<file path="config.mk">
export PLATFORM = sky130hd
export DESIGN_NAME = cp0_timer_ctrl
export DESIGN_NICKNAME = d
export VERILOG_FILES = /design/src/rtl/cp0_timer_ctrl.sv
export SDC_FILE = /design/constraint.sdc
export NUM_CORES = 1
export LEC_CHECK = 0
export BUFFER_PORTS_ARGS = -buffer_cell sky130_fd_sc_hd__buf_2
export CAP_MARGIN = 20
export CORE_MARGIN = 2
export CORE_UTILIZATION = 45
export CTS_BUF_LIST = sky130_fd_sc_hd__clkbuf_2
export DETAILED_ROUTE_END_ITERATION = 10
export GPL_TIMING_DRIVEN = 0
export PLACE_DENSITY = 0.81
export SLEW_MARGIN = 40
export SYNTH_ARGS = -nofsm -noshare
export SYNTH_HDL_FRONTEND = slang
export SYNTH_SLANG_ARGS = --single-unit
</file>
<file path="constraint.sdc">
create_clock -name clk -period 2.69 [get_ports clk]
set_input_delay 0.538 -clock clk [delete_from_list [all_inputs] [get_ports clk]]
set_output_delay 0.538 -clock clk [all_outputs]
set_load 0.005 [all_outputs]
</file>
<file path="src/rtl/cp0_timer_ctrl.sv">
// cp0_timer_ctrl: coprocessor-0 for the pipelined MIPS core.
// Holds SR, Cause, EPC, PRId, BadVAddr, Count and Compare. Decides whether the
// instruction committing in the memory stage traps, either on an interrupt or
// on a synchronous exception, and serves mfc0/mtc0 accesses.
module cp0_timer_ctrl #(
    parameter int          NUM_HWINT = 6,
    parameter logic [31:0] PRID      = 32'h25000000,
    parameter bit          TIMER_EN  = 1'b1
) (
    input  logic                 clk,
    input  logic                 reset,
    input  logic [4:0]           exc_code,
    input  logic [31:0]          exc_pc,
    input  logic                 exc_bd,
    input  logic [31:0]          exc_badvaddr,
    input  logic                 wr_en,
    input  logic [4:0]           addr,
    input  logic [31:0]          wdata,
    input  logic [NUM_HWINT-1:0] hwint,
    input  logic                 eret,
    output logic [31:0]          rdata,
    output logic                 irq_take,
    output logic [31:0]          epc_out,
    output logic                 timer_irq
);

    localparam logic [4:0] REG_BADVADDR = 5'd8;
    localparam logic [4:0] REG_COUNT    = 5'd9;
    localparam logic [4:0] REG_COMPARE  = 5'd11;
    localparam logic [4:0] REG_SR       = 5'd12;
    localparam logic [4:0] REG_CAUSE    = 5'd13;
    localparam logic [4:0] REG_EPC      = 5'd14;
    localparam logic [4:0] REG_PRID     = 5'd15;

    logic        sr_ie;
    logic        sr_exl;
    logic [5:0]  sr_im;
    logic        cause_bd;
    logic [5:0]  cause_ip;
    logic [4:0]  cause_exc;
    logic [31:0] epc;
    logic [31:0] badvaddr;
    logic [31:0] count;
    logic [31:0] compare;

    logic [5:0]  pend;
    logic        int_req;
    logic        exc_req;
    logic        mtc0_ok;
    logic [31:0] epc_next;
    logic        timer_pend;

    // Live pending vector: external lines in the low bits, timer folded onto bit 5.
    assign timer_pend = TIMER_EN & timer_irq;
    assign pend       = 6'(hwint) | {timer_pend, 5'b00000};

    assign int_req  = sr_ie & ~sr_exl & (|(pend & sr_im));
    assign exc_req  = (exc_code != 5'd0) & ~sr_exl;
    assign irq_take = int_req | exc_req;

    // A trap always beats a software write in the same cycle.
    assign mtc0_ok  = wr_en & ~irq_take;

    // Restart address: the branch itself when the trapping instruction sits in its delay slot.
    assign epc_next = {exc_pc[31:2], 2'b00} - (exc_bd ? 32'd4 : 32'd0);

    assign epc_out  = epc;

    // mfc0 read mux; unmapped register numbers read as zero.
    always_comb begin
        rdata = 32'd0;
        case (addr)
            REG_BADVADDR: rdata = badvaddr;
            REG_COUNT:    rdata = count;
            REG_COMPARE:  rdata = compare;
            REG_SR:       rdata = {16'd0, sr_im, 8'd0, sr_exl, sr_ie};
            REG_CAUSE:    rdata = {cause_bd, 15'd0, cause_ip, 3'd0, cause_exc, 2'b00};
            REG_EPC:      rdata = epc;
            REG_PRID:     rdata = PRID;
            default:      rdata = 32'd0;
        endcase
    end

    // Count/Compare timer: free-running counter with a sticky match flag.
    always_ff @(posedge clk) begin
        if (reset) begin
            count     <= 32'd0;
            compare   <= 32'd0;
            timer_irq <= 1'b0;
        end else begin
            if (mtc0_ok && addr == REG_COUNT)
                count <= wdata;
            else
                count <= count + 32'd1;

            if (mtc0_ok && addr == REG_COMPARE) begin
                compare   <= wdata;
                timer_irq <= 1'b0;
            end else if (count == compare && compare != 32'd0) begin
                timer_irq <= 1'b1;
            end
        end
    end

    // Status/Cause/EPC/BadVAddr: trap entry, eret and mtc0 updates.
    always_ff @(posedge clk) begin
        if (reset) begin
            sr_ie     <= 1'b0;
            sr_exl    <= 1'b0;
            sr_im     <= 6'd0;
            cause_bd  <= 1'b0;
            cause_ip  <= 6'd0;
            cause_exc <= 5'd0;
            epc       <= 32'd0;
            badvaddr  <= 32'd0;
        end else begin
            cause_ip <= pend;
            if (irq_take) begin
                sr_exl    <= 1'b1;
                cause_bd  <= exc_bd;
                cause_exc <= int_req ? 5'd0 : exc_code;
                epc       <= epc_next;
                if (!int_req && (exc_code == 5'd4 || exc_code == 5'd5))
                    badvaddr <= exc_badvaddr;
            end else begin
                if (eret)
                    sr_exl <= 1'b0;
                if (mtc0_ok && addr == REG_SR) begin
                    sr_im  <= wdata[15:10];
                    sr_exl <= wdata[1];
                    sr_ie  <= wdata[0];
                end
                if (mtc0_ok && addr == REG_EPC)
                    epc <= wdata;
            end
        end
    end

endmodule
</file>
==> metrics.md <==
| Metric | Value |
|---|---|
| Slew headroom | `0.446` |
| CP Capture Type | `primary output` |
| Clk slew on worst S/H paths | `240 ps` |
| WP data required | `2150 ps` |
| Mapped Cells | `963` |
| Peak VDD IR | `321 µV` |
| Critical path startpoint category | `flip-flop` |
| Ranking of synthesized cells by area | `dfxtp_1 (37%), xnor2_1 (6.2%), a22oi_1 (6.0%), mux2i_1 (5.7%), nor2_1 (5.6%)` |
| PwrDens | `411 mW/mm²` |
| Mapped Avg Cell Area | `8.28 µm²` |
| Final wirelength | `30.5 mm` |
| Die area | `0.0188 mm²` |
| Cell taking the most area after synthesis | `dfxtp_1` |
| Critical path class | `flip-flop to primary output` |
| Sequential Area | `0.00299 mm²` |
| Hold Path Depth | `3` |
| Most frequent cell after synthesis | `dfxtp_1` |
| Crit path max-delay family | `compound AO/OA/AOI/OAI gates` |
| Met1 GRT Util | `0.438` |
| Critical Path Fanout Max | `4` |
| Tmin final | `2700 ps` |
| Fmax | `0.371 GHz` |
| Setup-failing EPs final | `1` |
| Setup tns final | `-9.02 ps` |
| Number of enable flip-flop cells after synthesis | `0` |
| Final max-slew violation count | `0` |
| Iteration-0 DRC Markers | `967` |
| Met2 GRT Util | `0.499` |
| Ant. Diodes | `0` |
| First-pass GRT wire length | `45.2 mm` |
| DP HPWL | `23.5 mm` |
| Reg2reg path depth | `8` |
| Outcome | `finished with violations` |
| Clock Latency Late Sink | `780 ps` |
| Mapped cell area | `0.00797 mm²` |
| Htree depth | `4` |
| Hold WC Path Type | `primary input to flip-flop` |
| Synth cell count leaders | `dfxtp_1 (149), nor2_1 (118), nand2_1 (114)` |
| Max Cap Violations | `0` |
| Global Route Usage Sum | `0.324` |
| Grt total ovfl | `0` |
| Area of the multi-input gates | `0.00473 mm²` |
| CTS Buf Count | `17` |
| DRC viols | `0` |
| Distinct cells, synth | `45` |
| Die width | `137 µm` |
| Buf/Inv on CP | `2` |
| Ys Warns | `0` |
| Final WS setup | `-9.02 ps` |
| Fin Clk Skew | `35.1 ps` |
| Critical path depth in cells | `5` |
| Initial Util | `0.461` |
| DRT antenna net count | `0` |
| Core ar. | `0.0173 mm²` |
| Slew @ Worst Pin | `823 ps` |
| Worst-case clock buffer depth | `2` |
| Number of port buffers | `178` |
| Row cnt | `48` |
| Final hold vios | `0` |
| I/O Pins | `183` |
| CTS sink count | `149` |
| RePlAce Congestion | `1.02` |
| Fin util | `0.582` |
| Filler cells | `1631` |
| Pin count of the biggest net entering global routing | `17` |
| Final Cycle Share | `1.00` |
| Register area share after synthesis | `0.374` |
| Initial antenna violation count | `0` |
| RSZ-0062 raised after global routing | `yes` |
| Syn_nets | `1083` |
| DR vias | `8648` |
| Synth top area share | `0.374` |
| TritonRoute pass-1 iters | `7` |
| Die Y | `137 µm` |
| CP Data Arrival Time | `2160 ps` |
| Met3 Use GR | `0.0619` |
| Share of cells above drive strength 1 | `0.236` |
| Crit path cell chain | `o21ai_1 > a311oi_4 > nor2_2 > inv_2 > buf_6` |
| Vias in the first global route | `8013` |
| Leakage | `3.90 nW` |
| Synth Register Bits | `149` |
| GR peak layer | `met2` |
| FFs w/ async S/R, synth | `0` |
| Post-Layout Inst Area | `0.0101 mm²` |
| CTS tree | `yes` |
| Nets@finish | `1334` |
| Synth Flop Type | `dfxtp_1` |
| CP peak stage delay | `510 ps` |
| Clk Tree Root Cell | `clkbuf_2` |
| Routed vias/inst | `5.96` |
| Routed WL per cell | `21.0 µm` |
| Area Overhead vs Synth | `26.4%` |
| Failing checks | `setup timing` |
| Worst path slowest cell | `dfxtp_1` |
| Area after DPL | `0.00921 mm²` |
## power breakdown
| group | internal, mW | leakage (nW) | switching (mW) |
|---|---|---|---|
| sequential | 2.29 | 1.21 | 0.0835 |
| clock | 0.251 | 0.115 | 0.886 |
| combinational | 0.276 | 2.57 | 0.358 |
## final timing paths
path / startpoint / end / slack [ps]
max: timer_irq / irq_take / -9
min reg2reg: badvaddr[18] / badvaddr[18] / 470
min: wdata[4] / compare[4] / 30
max reg2reg: sr_im[3] / count[17] / 70
## kinds of logic after synthesis
kind of cell	after synthesis	synth area share
flops	149	0.374
compound gates	195	0.179
simple gates	386	0.238
buf+inv	94	0.0454
xor+xnor	84	0.0923
fa+ha+maj	3	0.00471
mux	52	0.0664
## cell type report
cell class              instances  area share
plain buffers                  81      0.0401
repair buffers                234       0.142
well taps                     225      0.0279
flip-flops and latches        149       0.296
clock buffers                  18     0.00894
clock inverters                14      0.0104
multi-input cells             720       0.470
inverters                      11     0.00460
## cells in the final DEF, fill, tap and decap left out, types with 4 or more instances in the layout
cell type	instances
clkinv_4	4
a211oi_2	5
nor3_1	21
dlygate4sd3_1	44
or4_1	5
a22oi_1	64
xnor2_1	56
a21oi_1	37
or3_1	8
nand4_1	22
a211oi_1	53
nor4_2	4
mux2_2	4
nand3_1	30
buf_4	12
nor4_1	20
clkinvlp_4	4
mux2i_1	45
nor2b_1	5
xor2_1	28
inv_6	4
a222oi_1	7
a311oi_1	13
clkbuf_2	31
inv_1	9
nor2_1	113
buf_2	181
clkbuf_4	8
and3_1	12
dfxtp_1	147
clkbuf_1	50
nor2_2	4
nand2_1	114
o21ai_0	4
## layer usage
layer	vias up	part of all wire
met1	4062	0.41
li1	3988	-
met3	86	0.097
met2	512	0.44
met5	-	0
met4	0	0.050
## stage by stage
step	worst slack [ps]	cells	hold slack, ps	power, mW
final	-9.02	1452	32.9	4.14
after global routing	-157	1452	0.597	4.30
after CTS	-139	1439	0.981	4.10
after detailed placement	-667	1366	449	2.96
after global placement	-919	1366	443	2.95
after floorplan	0.193	963	436	2.64
## sequential cells by signal, indices dropped and copies added, names as in the netlist
register   flops
count         32
cause_ip       6
cause_exc      5
sr_ie          1
cause_bd       1
badvaddr      32
sr_exl         1
compare       32
timer_irq      1
sr_im          6
epc_out       32
## tightest hold or removal path, stage by stage
cell	delay [ps]
buf_2	110
mux2i_1	70
nor2_1	70
## timing repair
item                       4_1_cts  5_1_grt
hold endpoints to repair        34       12
hold buffers                    34       10
setup endpoints to repair      121       83
setup buffers                    8        4
pin swaps                        4        5
gates resized for setup         45       28
No activity file was read; power rests on OpenSTA's default activity.
